$ cat src/rtl/fifo_uart_tx_pkg.sv
// fifo_uart_tx_pkg: shared FSM states and sizing constants for the FIFO-fed UART transmitter.
package fifo_uart_tx_pkg;
    localparam int CLKS_PER_BIT_DEF = 16;
    localparam int DATA_W = 8;
    typedef enum logic [2:0] {IDLE, RD, WAIT, START, DATA, PARITY, STOP} state_e;
endpackage

$ cat src/rtl/fifo_uart_tx_if.sv
// fifo_uart_tx_if: read port between an upstream FIFO (master) and the transmitter (slave).
interface fifo_uart_tx_if;
    import fifo_uart_tx_pkg::*;
    logic              fifo_empty_n;
    logic [DATA_W-1:0] fifo_data;
    logic              fifo_rd;
    modport master (output fifo_empty_n, fifo_data, input fifo_rd);
    modport slave  (input fifo_empty_n, fifo_data, output fifo_rd);
endinterface

$ cat src/rtl/uart_bit_timer.sv
// uart_bit_timer: bit-period down-counter; load restarts a period, tick marks its last cycle.
module uart_bit_timer #(
    parameter int CLKS_PER_BIT = 16
) (
    input  logic clk,
    input  logic rst,
    input  logic load,
    output logic tick,
    output logic tick_next
);
    localparam int CW = $clog2(CLKS_PER_BIT);
    logic [CW-1:0] cnt_q, cnt_d;
    always_comb begin
        cnt_d = load ? CW'(CLKS_PER_BIT - 1) : (cnt_q != '0) ? cnt_q - CW'(1) : cnt_q;
    end
    assign tick      = cnt_q == '0;
    assign tick_next = cnt_q == CW'(1);
    always_ff @(posedge clk) begin
        if (rst) cnt_q <= '0;
        else     cnt_q <= cnt_d;
    end
endmodule

$ cat src/rtl/fifo_uart_tx.sv
// fifo_uart_tx: pops bytes from an upstream FIFO and sends them as UART frames, LSB first,
// with optional even parity. Every output is a flop computed from the next state.
module fifo_uart_tx
    import fifo_uart_tx_pkg::*;
#(
    parameter int CLKS_PER_BIT = CLKS_PER_BIT_DEF,
    parameter bit PARITY_EN    = 1'b0
) (
    input  logic          clk,
    input  logic          rst,
    input  logic          enable,
    fifo_uart_tx_if.slave fifo,
    output logic          txd,
    output logic          busy,
    output logic          frame_done
);
    state_e            state_q, state_d;
    logic [DATA_W-1:0] sh_q, sh_d;
    logic [2:0]        idx_q, idx_d;
    logic              par_q, par_d, txd_q, txd_d, rd_q, rd_d, busy_q, busy_d, done_q, done_d;
    logic              tick, tick_next, load;

    // STOP's final tick leaves the counter parked at zero while idle.
    assign load = state_q == WAIT || (tick && (state_q == START || state_q == DATA || state_q == PARITY));

    uart_bit_timer #(.CLKS_PER_BIT(CLKS_PER_BIT)) u_timer (
        .clk(clk), .rst(rst), .load(load), .tick(tick), .tick_next(tick_next)
    );

    always_comb begin
        state_d = state_q;
        sh_d    = sh_q;
        idx_d   = idx_q;
        par_d   = par_q;
        case (state_q)
            IDLE:    if (enable && fifo.fifo_empty_n) state_d = RD;
            RD:      state_d = WAIT;
            WAIT: begin
                state_d = START;
                sh_d    = fifo.fifo_data;
                par_d   = ^fifo.fifo_data;
            end
            START:   if (tick) state_d = DATA;
            DATA: if (tick) begin
                sh_d  = sh_q >> 1;
                idx_d = idx_q + 3'd1;
                if (idx_q == 3'd7) state_d = PARITY_EN ? PARITY : STOP;
            end
            PARITY:  if (tick) state_d = STOP;
            STOP:    if (tick) state_d = IDLE;
            default: state_d = IDLE;
        endcase
        txd_d  = state_d == START ? 1'b0 : state_d == DATA ? sh_d[0] : state_d == PARITY ? par_d : 1'b1;
        rd_d   = state_d == RD;
        busy_d = state_d != IDLE;
        // Raised one cycle early so the registered pulse lands on the last STOP cycle.
        done_d = state_q == STOP && tick_next;
    end

    always_ff @(posedge clk) begin
        if (rst) begin
            state_q <= IDLE;
            sh_q    <= '0;
            idx_q   <= '0;
            par_q   <= 1'b0;
            txd_q   <= 1'b1;
            rd_q    <= 1'b0;
            busy_q  <= 1'b0;
            done_q  <= 1'b0;
        end else begin
            state_q <= state_d;
            sh_q    <= sh_d;
            idx_q   <= idx_d;
            par_q   <= par_d;
            txd_q   <= txd_d;
            rd_q    <= rd_d;
            busy_q  <= busy_d;
            done_q  <= done_d;
        end
    end

    assign fifo.fifo_rd = rd_q;
    assign txd          = txd_q;
    assign busy         = busy_q;
    assign frame_done   = done_q;
endmodule

$ cat src/flat_wrapper.sv
// flat-port wrapper written by rule: the top's interface ports become plain ports
module fifo_uart_tx_flat import fifo_uart_tx_pkg::*;
#(
    parameter int CLKS_PER_BIT = CLKS_PER_BIT_DEF,
    parameter bit PARITY_EN    = 1'b0
)
  (clk, rst, enable, txd, busy, frame_done, fifo_fifo_empty_n, fifo_fifo_data, fifo_fifo_rd);
  fifo_uart_tx_if fifo_i ();
  input  logic clk;
  input  logic rst;
  input  logic enable;
  output logic txd;
  output logic busy;
  output logic frame_done;
  input wire logic [$bits(fifo_i.fifo_empty_n)-1:0] fifo_fifo_empty_n;
  input wire logic [$bits(fifo_i.fifo_data)-1:0] fifo_fifo_data;
  output wire logic [$bits(fifo_i.fifo_rd)-1:0] fifo_fifo_rd;
  assign fifo_i.fifo_empty_n = fifo_fifo_empty_n;
  assign fifo_i.fifo_data = fifo_fifo_data;
  assign fifo_fifo_rd = fifo_i.fifo_rd;
  fifo_uart_tx #(.CLKS_PER_BIT(CLKS_PER_BIT), .PARITY_EN(PARITY_EN)) u_core (.clk(clk), .rst(rst), .enable(enable), .fifo(fifo_i), .txd(txd), .busy(busy), .frame_done(frame_done));
endmodule
$ cat config.mk
export PLATFORM = sky130hd
export DESIGN_NAME = fifo_uart_tx_flat
export DESIGN_NICKNAME = d
export VERILOG_FILES = /design/src/rtl/fifo_uart_tx_pkg.sv /design/src/rtl/fifo_uart_tx_if.sv /design/src/rtl/uart_bit_timer.sv /design/src/rtl/fifo_uart_tx.sv /design/src/flat_wrapper.sv
export SDC_FILE = /design/constraint.sdc
export NUM_CORES = 1
export LEC_CHECK = 0
export CAP_MARGIN = 30
export CORE_ASPECT_RATIO = 0.7
export CORE_MARGIN = 3
export CORE_UTILIZATION = 55
export DETAILED_ROUTE_END_ITERATION = 16
export HOLD_SLACK_MARGIN = 0.03
export PLACE_DENSITY = 0.8
export SLEW_MARGIN = 15
export SYNTH_ARGS = -nofsm -noshare
export SYNTH_HDL_FRONTEND = slang
export SYNTH_SLANG_ARGS = --single-unit
$ cat constraint.sdc
create_clock -name clk -period 2.8 [get_ports clk]
set_input_delay 0.56 -clock clk [delete_from_list [all_inputs] [get_ports clk]]
set_output_delay 0.56 -clock clk [all_outputs]
set_load 0.01 [all_outputs]
=== Yosys cells after proc, flatten, opt, wreduce, memory -nomap -nowiden ===
Index checks and enable logic that the tools add are counted.

* Input bits: 12
* Register bits after elaboration: 23
* Word-level logic and storage cells: 55
* Output and inout port bits: 4

* Reduce and logical (&&, ||, !) cells: 15
* Muxes and demuxes: 15
* $add $sub $neg: 2
* Equality and inequality tests: 13

{| class="wikitable"
|+ Operator list
! cell !! count
|-
| one-hot mux 3 bit (7 select lines) || 1
|-
| == test 3 bit (second input constant) || 6
|-
| two-way mux 3 bit || 6
|-
| one-hot mux 8 bit (2 select lines) || 1
|-
| == test 3 x 2 -> 1 bit (second input constant) || 3
|-
| two-way mux 4 bit || 2
|-
| two-way mux 8 bit || 1
|-
| parity 8 bit || 1
|-
| == test 3 x 1 -> 1 bit (second input constant) || 2
|-
| == test 4 x 1 -> 1 bit (second input constant) || 1
|-
| logical NOT 4 bit || 1
|-
| two-way mux 1 bit || 4
|-
| AND reduction 2 bit || 2
|-
| nonzero test 2 bit || 2
|-
| nonzero test 4 bit || 1
|-
| subtractor 4 x 1 -> 4 bit (second input constant) || 1
|-
| adder 3 x 1 -> 3 bit (second input constant) || 1
|-
| logical AND 1 bit || 3
|-
| logical NOT 3 bit || 1
|-
| logical OR 1 bit || 3
|-
| nonzero test 3 bit || 1
|-
| inequality test 2 x 1 -> 1 bit (second input constant) || 1
|}

=== Longest topological paths before layout ===
Gate-level depths: netlist of run 1.

* Depth in word-level cells: 8
* Depth in mapped cells: 7
* Gate-level depth less buffers: 6

=== Modules after synthesis ===
A second synthesis of run 1 with hierarchy kept.

* Cell total of the unflattened synthesis: 124
* Area total of the unflattened synthesis: 1193.6 um^2

{| class="wikitable"
|+ Modules (own cells, without submodules)
! module !! cells each !! seq. area each (um^2) !! area an instance (um^2) !! times used
|-
| fifo_uart_tx || 102 || 380.4 || 977.2 || 1
|-
| uart_bit_timer || 22 || 80.1 || 216.5 || 1
|}

=== Least setup slack after synthesis of run 1 ===
OpenSTA, ideal clock, no wires.

* Path type: register -> register
* Start point: reg u_core.u_timer.cnt_q[0]
* End point: reg u_core.sh_q[1]
* Data arrival time: 1472 ps
* Setup slack: 1257 ps
* Stages on the path, launching flop included: 8
* Path through: dfxtp_1 > inv_1 > ha_1 > nor3b_2 > buf_4 > a31oi_1 > nand2_1 > a21oi_1

* Longest elaborated chain between the ends: 3

{| class="wikitable"
|+ RTL lines
! item !! RTL line !! text
|-
| start: declaration || uart_bit_timer.sv:12 || <nowiki>logic [CW-1:0] cnt_q, cnt_d;</nowiki>
|-
| start signal: assignment || uart_bit_timer.sv:20 || <nowiki>else cnt_q <= cnt_d;</nowiki>
|-
| logical NOT 4 bit || uart_bit_timer.sv:16 || <nowiki>assign tick = cnt_q == '0;</nowiki>
|-
| inequality test 2 x 1 -> 1 bit (no line) || -- ||
|-
| AND reduction 2 bit (no line) || -- ||
|-
| end signal: assignment || fifo_uart_tx.sv:63 || <nowiki>sh_q <= '0;</nowiki>
|-
| end signal: assignment || fifo_uart_tx.sv:72 || <nowiki>sh_q <= sh_d;</nowiki>
|-
| end: declaration || fifo_uart_tx.sv:18 || <nowiki>logic [DATA_W-1:0] sh_q, sh_d;</nowiki>
|}

No other way between the ends.
A chain may end at the register's enable or synchronous reset.

=== Worst setup path after layout of run 1 ===
* Start point: reg u_core.u_timer.cnt_q[0]
* End point: reg u_core.sh_q[4]

The elaborated chain is that of the path after synthesis.

==> metrics.txt, run 1 <==
die area=0.00280 mm2; largest net degree at the start of global routing=24; DR pass1 iterations=4; r2r setup slk=0.57 ns; vias in the first global route=921; Clock Sinks=23; Cell Rows=13; Area Growth Syn to Fin=12.5%; Mapped Area=0.00120 mm2; First DRT Iteration DRCs=83; Setup crit end kind=register; Synth area leader=dfxtp_1; WP data required=3.04 ns; Top Ports=16; Finish-stage setup viols=0; number of vias in the routed layout=1,019; Synth async-reset ratio=0%; most area-consuming cells after synthesis=dfxtp_1, xnor2_1, a21oi_1; placer congestion estimate=0.777; wire per inst=13.7 um; share of cells above drive strength 1=8.16%; Initial Util=61.2%; setup ws final=0.573 ns; # fillers=168; grt total ovfl=0; CTS H-tree depth=1; leak pwr=0.458 nW; final cycle utilization of the critical path=79.5%; floorplan core area=0.00197 mm2; Post-Syn Instances=138; Power Dens Cells=712 mW/mm2; worst r2r dst=u_core.sh_q[4]; critical path class=reg2reg; Final #Nets=164; setup bufs post-CTS=0; Synth Flop Type=dfxtp_1; Worst Path Max Fanout=12; syn_nets=154; DP Worst Slack=0.655 ns; initial antenna violation count=0; syn_area_per_cell=8.73 um2; most instantiated cells after synthesis=dfxtp_1, nand2_1, a21oi_1; Final Skew=0.00426 ns; Tightest Hold Check Type=reg2reg; Ys Warns=0; final std cells w/o fill=177; CTS root buffer=clkbuf_4; setup_tns=0 ns; max-cap viol count=0; Reg-to-Reg Start=u_core.u_timer.cnt_q[0]; fin area=0.00136 mm2; clock transition at the registers of the reported paths=0.12 ns; Die Y=45.2 um; CP startpoint kind=register; maximum vdd drop=447 uV; normalized max-slew margin=43.5%; Final Hold Fails=0; DRT antenna net count=0; CTS max path bufs=2; I/O Buffers=15; placed inst area=0.00133 mm2; hold path startpoint=u_core.sh_q[6]; Die W=61.9 um; via-per-instance ratio=5.76; dpl cells=173; post-cts sizing count=0; All-Layer GR Usage=20.1%; status=finished, final reports clean; top-count cell post-synth=dfxtp_1; R2R cell count=6; antenna cells=0; Slew @ Worst Pin=0.845 ns; Netlist cell types=36; Worst EP arrival=2.46 ns; Final min period=2.23 ns; first-pass GRT wire length=4070 um; sequential share of the synthesized area=38.2%; Hold Buf Count CTS=0; CP startpoint=u_core.u_timer.cnt_q[0]; clk_lat worst skew=0.32 ns; dpl hpwl=1720 um; RSZ-0062 raised after global routing=no; fin. max-slew vios=0; Total Wirelength=2420 um; CTS tree=yes; Post-route DRC=0; Post-synth EDFFs=0; Fmax=449 MHz; Synth top area share=38.2%; CP endpoint=u_core.sh_q[4]; #FFs+latches synth=23; CTS Buf Count=3
final cells by class:
| class | instances | area, um2 | share of cell area [%] |
|---|---|---|---|
| timing repair buffer | 15 | 150 | 11.1 |
| clock buffer | 3 | 22.5 | 1.66 |
| multi-input combinational | 102 | 668 | 49.3 |
| tap | 30 | 37.5 | 2.77 |
| inverter | 3 | 11.3 | 0.831 |
| clock inverter | 1 | 5.00 | 0.369 |
| sequential | 23 | 460 | 34.0 |
cells in the final DEF, fill, tap and decap left out, drive strengths merged:
cell	count
o221ai	1
clkdlybuf4s50	15
o21ai	4
a31oi	3
and3	1
nand3	5
nand3b	2
and4	1
a22oi	7
o211ai	1
or2	1
dfxtp	23
inv	3
or3	1
nor3	3
a221oi	1
a21oi	17
o32ai	1
a32oi	1
a211oi	2
or3b	1
nor3b	5
nor2	8
clkbuf	3
ha	4
xnor2	9
clkinv	1
nand2	16
nand2b	2
nor2b	5
report_power, final:
part,leakage [nW],internal [mW],switching [mW],total (mW)
Combinational,0.252,0.163,0.207,0.369
Sequential,0.188,0.379,0.0611,0.440
Clock,0.0177,0.0536,0.102,0.155
worst max-delay path, stage by stage (launching register included):
cell     delay (ns)
dfxtp_1        0.35
inv_1          0.10
ha_1           0.22
nor3b_2        0.66
and3_1         0.49
a22oi_1        0.16
a21oi_1        0.18
metal layers:
layer	vias up	share of wire (%)	GRT usage (%)
li1	512	-	-
met1	473	47	25.8
met2	30	45	32.2
met3	4	6.6	6.86
met4	0	0.99	5.08
met5	-	0	0
metrics by stage:
stage               power, mW  util [%]  hold slack [ns]
floorplan               0.766         -            0.432
global placement        0.796      67.5            0.440
detailed placement      0.813      67.5            0.458
CTS                     0.971      68.8            0.478
global route             1.04      68.8            0.498
finish                  0.965      68.8            0.476
state kept, by name, summed over array words and instances, names as in the netlist:
register              count
u_core.fifo.fifo_rd       1
u_core.par_q              1
u_core.frame_done         1
u_core.idx_q              3
u_core.txd                1
u_core.state_q            3
u_core.u_timer.cnt_q      4
u_core.sh_q               8
u_core.busy               1
worst min-delay path by stage:
stage,slack [ns],cells past startpoint,to
after floorplan,0.43,2,u_core.sh_q[1]
after global placement,0.44,2,u_core.sh_q[1]
after detailed placement,0.46,2,u_core.sh_q[3]
after CTS,0.48,2,u_core.sh_q[1]
after global routing,0.50,2,u_core.sh_q[6]
final,0.48,2,u_core.sh_q[6]
logic make-up (layout without fill, tap and decap cells):
| group | Yosys count | count (layout) | synth area share, % |
|---|---|---|---|
| XOR/XNOR | 9 | 9 | 6.54 |
| AND/OR/NAND/NOR | 51 | 51 | 24.2 |
| AO/OA/AOI/OAI | 38 | 38 | 20.6 |
| flip-flops | 23 | 23 | 38.2 |
| adder cells (fa/ha/maj) | 4 | 4 | 4.15 |
| buffers and inverters | 13 | 22 | 6.33 |
(Power assumes the default switching activity.)
==> inputs of run 2 (changes only) <==
--- a/config.mk
+++ b/config.mk
@@ -8,10 +8,10 @@
 export CAP_MARGIN = 30
 export CORE_ASPECT_RATIO = 0.7
 export CORE_MARGIN = 3
-export CORE_UTILIZATION = 55
+export CORE_UTILIZATION = 53
 export DETAILED_ROUTE_END_ITERATION = 16
 export HOLD_SLACK_MARGIN = 0.03
-export PLACE_DENSITY = 0.8
+export PLACE_DENSITY = 0.77
 export SLEW_MARGIN = 15
 export SYNTH_ARGS = -nofsm -noshare
 export SYNTH_HDL_FRONTEND = slang
==> constraint.sdc (replaced) <==
create_clock -name clk -period 2.1 [get_ports clk]
set_input_delay 0.42 -clock clk [delete_from_list [all_inputs] [get_ports clk]]
set_output_delay 0.42 -clock clk [all_outputs]
set_load 0.01 [all_outputs]
==> run 2 against run 1 <==
Global-route usage decreased by 0.93 points; critical path depth unchanged; clock skew up 0.0021 ns; sequential power rose by 31%; worst setup slack got worse by 0.32 ns; combinational power increased by 47%; power up 37%; fmax increased by 21%; critical endpoint is now u_core.sh_q[5]; largest power group unchanged.
==> metrics.txt, run 2 (same netlist as run 1, synthesis figures left out) <==
via-per-instance ratio=5.58 (-3.1%); Post-route DRC=0 (unchanged); dpl cells=178 (+2.9%); RSZ-0062 raised after global routing=no; floorplan core area=0.00200 mm2 (+1.7%); dpl hpwl=1840 um (+6.7%); leak pwr=0.485 nW (+6.0%); First DRT Iteration DRCs=77 (-7.2%); antenna cells=0 (unchanged); largest net degree at the start of global routing=16 (-33%); Hold Path Sink=u_core.sh_q[1]; Total Wirelength=2460 um (+1.4%); All-Layer GR Usage=19.2% (-0.93 points); final cycle utilization of the critical path=87.9% (+8.3 points); critical path class=reg2reg; Final Skew=0.00635 ns (+0.00209 ns); CTS Buf Count=3 (unchanged); proportion of power drawn by combinational gates=41.2% (+2.9 points); die area=0.00289 mm2 (+3.3%); WP data required=2.34 ns (-0.70 ns); vias in the first global route=896 (-2.7%); CTS tree=yes; Pint=0.828 mW (+39%); max-cap viol count=0 (unchanged); Top Ports=16 (unchanged); Regs by FF count=u_core.sh_q: 8 flops, u_core.u_timer.cnt_q: 4 flops; Slew @ Worst Pin=0.609 ns (-0.236 ns); Hold Buf Count CTS=0 (unchanged); Final #Nets=169 (+3.0%); Final Hold Fails=0 (unchanged); Setup crit end kind=register; Psw=0.494 mW (+34%); clock transition at the registers of the reported paths=0.12 ns (about the same); most frequent cells in the layout=dfxtp_1, nand2_1, a21oi_1, clkdlybuf4s50_1, xnor2_1; Tightest Hold Check Type=reg2reg; hold slack=0.461 ns (-0.0147 ns); post-cts sizing count=0 (unchanged); setup bufs post-CTS=0 (unchanged); Die Y=45.9 um (+1.6%); placer congestion estimate=0.760 (-2.2%); Power Dens Cells=941 mW/mm2 (+32%); DRT antenna net count=0 (unchanged); Initial Util=60.2% (-1.0 points); # fillers=172 (+2.4%); clk_lat worst skew=0.31 ns (about the same); Reg-to-Reg Start=u_core.u_timer.cnt_q[0]; Clock Sinks=23 (unchanged); grt total ovfl=0 (unchanged); maximum vdd drop=539 uV (+20%); max reg flops=8 (unchanged); Die W=63.0 um (+1.7%); Finish-stage setup viols=0 (unchanged); I/O Buffers=15 (unchanged); Worst EP arrival=2.08 ns (-0.38 ns); normalized max-slew margin=59.2% (+16 points); Clk pwr share=15.3% (-0.8 points); setup_tns=0 ns (unchanged); share of cells above drive strength 1=10.5% (+2.4 points); Worst Path Max Fanout=9 (-3); initial antenna violation count=0 (unchanged); R2R cell count=6 (unchanged); number of vias in the routed layout=1,015 (-0.39%); fin. max-slew vios=0 (unchanged); leading cell type in the layout, fill and taps excluded=dfxtp_1; Reg with most FFs=u_core.sh_q; status=finished, final reports clean; Fmax=542 MHz (+21%); Area Growth Syn to Fin=16.5%; WHS Path Cells=2 (unchanged); hold path startpoint=u_core.sh_q[1]; Cell Rows=13 (unchanged); DR pass1 iterations=5 (+1); sw frac=37.4% (-0.96 points); Final min period=1.85 ns (-0.382 ns); worst r2r dst=u_core.sh_q[5]; final std cells w/o fill=182 (+2.8%); CTS root buffer=clkbuf_4; CP startpoint kind=register; wire per inst=13.5 um (-1.4%); Sequential Power Share=43.5% (-2.1 points); first-pass GRT wire length=4180 um (+2.7%); r2r setup slk=0.25 ns (-0.32 ns); CTS H-tree depth=1 (unchanged); CTS max path bufs=2 (unchanged)
==> run 2: changes by cell type in the layout (fill, tap and decap cells not counted), sizes merged <==
cell	before	now
buf	0	5
clkbuf	3	4
clkinv	1	0
==> run 2: worst max-delay path by stage <==
stage | from | end | slack, ns | depth (start not counted)
after CTS | u_core.u_timer.cnt_q[0] | u_core.sh_q[5] | 0.25 | 6
after global placement | u_core.u_timer.cnt_q[0] | u_core.sh_q[3] | 0.37 | 6
after floorplan | u_core.u_timer.cnt_q[0] | u_core.sh_q[1] | 0.56 | 7
final | u_core.u_timer.cnt_q[0] | u_core.sh_q[5] | 0.25 | 6
after detailed placement | u_core.u_timer.cnt_q[0] | u_core.sh_q[6] | 0.30 | 6
after global routing | u_core.u_timer.cnt_q[0] | u_core.sh_q[2] | 0.05 | 6
==> run 2: critical path: stages (launching register included) <==
cell	delay, ns
dfxtp_1	0.34
inv_1	0.09
ha_1	0.21
nor3b_2	0.41
and3_1	0.44
a22oi_1	0.14
a21oi_1	0.14
==> run 2: stage by stage <==
stage	util [%]	power (mW)	worst slack (ns)	cell area [um2]
final	70.2	1.32	0.255	1400
after global placement	68.9	1.11	0.368	1380
after global routing	70.2	1.42	0.0510	1400
after detailed placement	68.9	1.12	0.297	1380
after floorplan	-	1.02	0.557	1200
after CTS	70.2	1.33	0.248	1400
==> run 2: metal layers <==
layer | up-vias | global-route usage, % | share of wire (%)
met2 | 35 | 26.6 | 42
met1 | 462 | 26.4 | 50
met3 | 4 | 7.16 | 6.2
met5 | - | 0 | 0
li1 | 514 | - | -
met4 | 0 | 8.33 | 1.1
==> run 2: power by group through the flow <==
stage / sequential, mW / clock [mW] / combinational, mW
after floorplan: 0.563 / 0 / 0.458
after global placement: 0.582 / 0 / 0.527
after detailed placement: 0.584 / 0 / 0.537
after CTS: 0.574 / 0.215 / 0.540
after global routing: 0.588 / 0.237 / 0.597
final: 0.575 / 0.203 / 0.544
==> run 2: area by class of cell <==
class	count	area [um2]	share of cell area, %
flip-flops and latches	23	460	32.8
inverters	3	11.3	0.802
well taps	30	37.5	2.67
clock buffers	4	26.3	1.87
multi-input cells	102	668	47.6
repair buffers	20	200	14.3
==> inputs of run 3 (changes only) <==
--- a/config.mk
+++ b/config.mk
@@ -8,10 +8,11 @@
 export CAP_MARGIN = 30
 export CORE_ASPECT_RATIO = 0.7
 export CORE_MARGIN = 3
-export CORE_UTILIZATION = 53
+export CORE_UTILIZATION = 48
+export CTS_CLUSTER_SIZE = 12
 export DETAILED_ROUTE_END_ITERATION = 16
 export HOLD_SLACK_MARGIN = 0.03
-export PLACE_DENSITY = 0.77
+export PLACE_DENSITY = 0.74
 export SLEW_MARGIN = 15
 export SYNTH_ARGS = -nofsm -noshare
 export SYNTH_HDL_FRONTEND = slang
==> constraint.sdc (replaced) <==
create_clock -name clk -period 1.6 [get_ports clk]
set_input_delay 0.32 -clock clk [delete_from_list [all_inputs] [get_ports clk]]
set_output_delay 0.32 -clock clk [all_outputs]
set_load 0.01 [all_outputs]
==> run 3 against run 2 <==
Worst hold slack improved by 0.0076 ns; register-to-register slack got worse by 0.19 ns; die area grew 9.2%; clock skew up 0.0057 ns; critical endpoint is now u_core.txd; largest cell class unchanged; largest power group is now combinational logic.
==> metrics.txt, run 3 (same netlist as run 1, synthesis figures left out) <==
number of vias in the routed layout=1,072 (+5.6%); Fmax=651 MHz (+20%); leak pwr=0.536 nW (+11%); placer congestion estimate=0.757 (-0.47%); dpl hpwl=1760 um (-4.4%); Clock Sinks=23 (unchanged); CTS tree=yes; Post-route DRC=0 (unchanged); placed inst area=0.00142 mm2 (+3.1%); Top Ports=16 (unchanged); DRT antenna net count=0 (unchanged); WP data required=1.85 ns (-0.49 ns); maximum vdd drop=678 uV (+26%); Psw=0.753 mW (+52%); Sequential Power Share=36.8% (-6.7 points); setup_tns=0 ns (unchanged); All-Layer GR Usage=15.8% (-3.3 points); Total Wirelength=2550 um (+3.7%); CP startpoint=u_core.u_timer.cnt_q[1]; critical path class=reg2reg; Worst EP arrival=1.79 ns (-0.29 ns); final cycle utilization of the critical path=96.0% (+8.1 points); antenna cells=0 (unchanged); clk_lat worst skew=0.32 ns (about the same); Hold Buf Count CTS=0 (unchanged); Setup crit end kind=register; vias in the first global route=851 (-5.0%); status=finished, final reports clean; fin. max-slew vios=0 (unchanged); Clk pwr share=13.3% (-2.0 points); CTS root buffer=clkbuf_4; Worst Path Max Fanout=3 (-6); Final min period=1.54 ns (-0.309 ns); CTS Buf Count=3 (unchanged); hold slack=0.468 ns (+0.00760 ns); hold path startpoint=u_core.sh_q[1]; First DRT Iteration DRCs=68 (-12%); max reg flops=8 (unchanged); Tightest Hold Check Type=reg2reg; proportion of power drawn by combinational gates=49.9% (+8.7 points); Area Growth Syn to Fin=25.9%; Regs by FF count=u_core.sh_q: 8 flops, u_core.u_timer.cnt_q: 4 flops; Final #Nets=180 (+6.5%); Die Y=47.9 um (+4.4%); DP Worst Slack=-0.0587 ns (-0.356 ns); setup ws final=0.0640 ns (-0.191 ns); clock transition at the registers of the reported paths=0.13 ns (about the same); fin area=0.00152 mm2 (+8.0%); via-per-instance ratio=5.50 (-1.4%); sw frac=36.4% (-0.95 points); Final Skew=0.0120 ns (+0.00566 ns); share of cells above drive strength 1=21.5% (+11 points); Reg-to-Reg Start=u_core.u_timer.cnt_q[1]; leading cell type in the layout, fill and taps excluded=dfxtp_1; wire per inst=13.1 um (-3.2%); max-cap viol count=0 (unchanged); CTS max path bufs=2 (unchanged); most frequent cells in the layout=dfxtp_1, nand2_1, a21oi_1, clkdlybuf4s50_1, buf_4; dpl cells=187 (+5.1%); Cell Rows=14 (+1); first-pass GRT wire length=3770 um (-9.7%); largest net degree at the start of global routing=18 (+2); Finish-stage setup viols=0 (unchanged); Pint=1.31 mW (+59%); Power Dens Cells=1360 mW/mm2 (+45%); Final Hold Fails=0 (unchanged); CP startpoint kind=register; Slew @ Worst Pin=0.307 ns (-0.301 ns); Die W=65.9 um (+4.6%); CTS H-tree depth=1 (unchanged); Reg with most FFs=u_core.sh_q; Initial Util=53.3% (-6.9 points); floorplan core area=0.00226 mm2 (+13%); DR pass1 iterations=4 (-1); grt total ovfl=0 (unchanged); initial antenna violation count=0 (unchanged); die area=0.00316 mm2 (+9.2%); I/O Buffers=15 (unchanged); final std cells w/o fill=195 (+7.1%); normalized max-slew margin=79.5% (+20 points)
[run 3: cell count changes in the layout (fill, tap and decap cells not counted), sizes merged]
cell	delta
buf	+11
[run 3: worst paths after layout]
path	end	slack, ns	depth (start not counted)
worst max register to register	u_core.txd	0.06	8
worst min-delay path	u_core.sh_q[1]	0.47	2
worst min register to register	u_core.sh_q[1]	0.47	2
worst max-delay path	u_core.txd	0.06	8
[run 3: area by class of cell]
type	instances	area [um2]
fillers	176	743
multi-input cells	102	702
well taps	32	40.0
flip-flops and latches	23	463
repair buffers	31	274
inverters	3	11.3
clock buffers	4	26.3
[run 3: power groups by stage]
stage / Sequential (mW) / Clock, mW / Combinational (mW)
2_1_floorplan: 0.739 / 0 / 0.602
3_5_place_dp: 0.749 / 0 / 0.786
3_3_place_gp: 0.746 / 0 / 0.770
6_report: 0.760 / 0.275 / 1.03
4_1_cts: 0.736 / 0.285 / 0.856
5_1_grt: 0.771 / 0.310 / 1.11
[run 3: repair_timing]
action,4_1_cts,5_1_grt
setup buffers,2,3
endpoints found under the setup margin,9,14
gates resized for setup,3,10
pin swaps,1,4
[run 3: metrics by stage]
step                      total power [mW]  util [%]
after floorplan                       1.34         -
after global placement                1.52      62.8
after detailed placement              1.53      62.8
after CTS                             1.88      65.2
after global routing                  2.20      67.1
final                                 2.07      67.1
[run 3: critical path, cell delays in order (launching register included)]
cell	delay (ns)
dfxtp_2	0.35
inv_2	0.07
ha_4	0.14
nor3b_4	0.20
buf_4	0.15
buf_4	0.11
o32ai_2	0.07
or2_1	0.23
o211ai_1	0.16
[run 3: per-layer routing]
metal / vias to the layer above / share of wire (%) / wire (um) / track usage (%)
met4: 0 / 0.43 / 11 / 2.89
li1: 544 / - / - / -
met2: 25 / 46 / 1160 / 25.1
met5: - / 0 / 0 / 0
met3: 2 / 5.0 / 128 / 5.16
met1: 501 / 49 / 1250 / 21.5
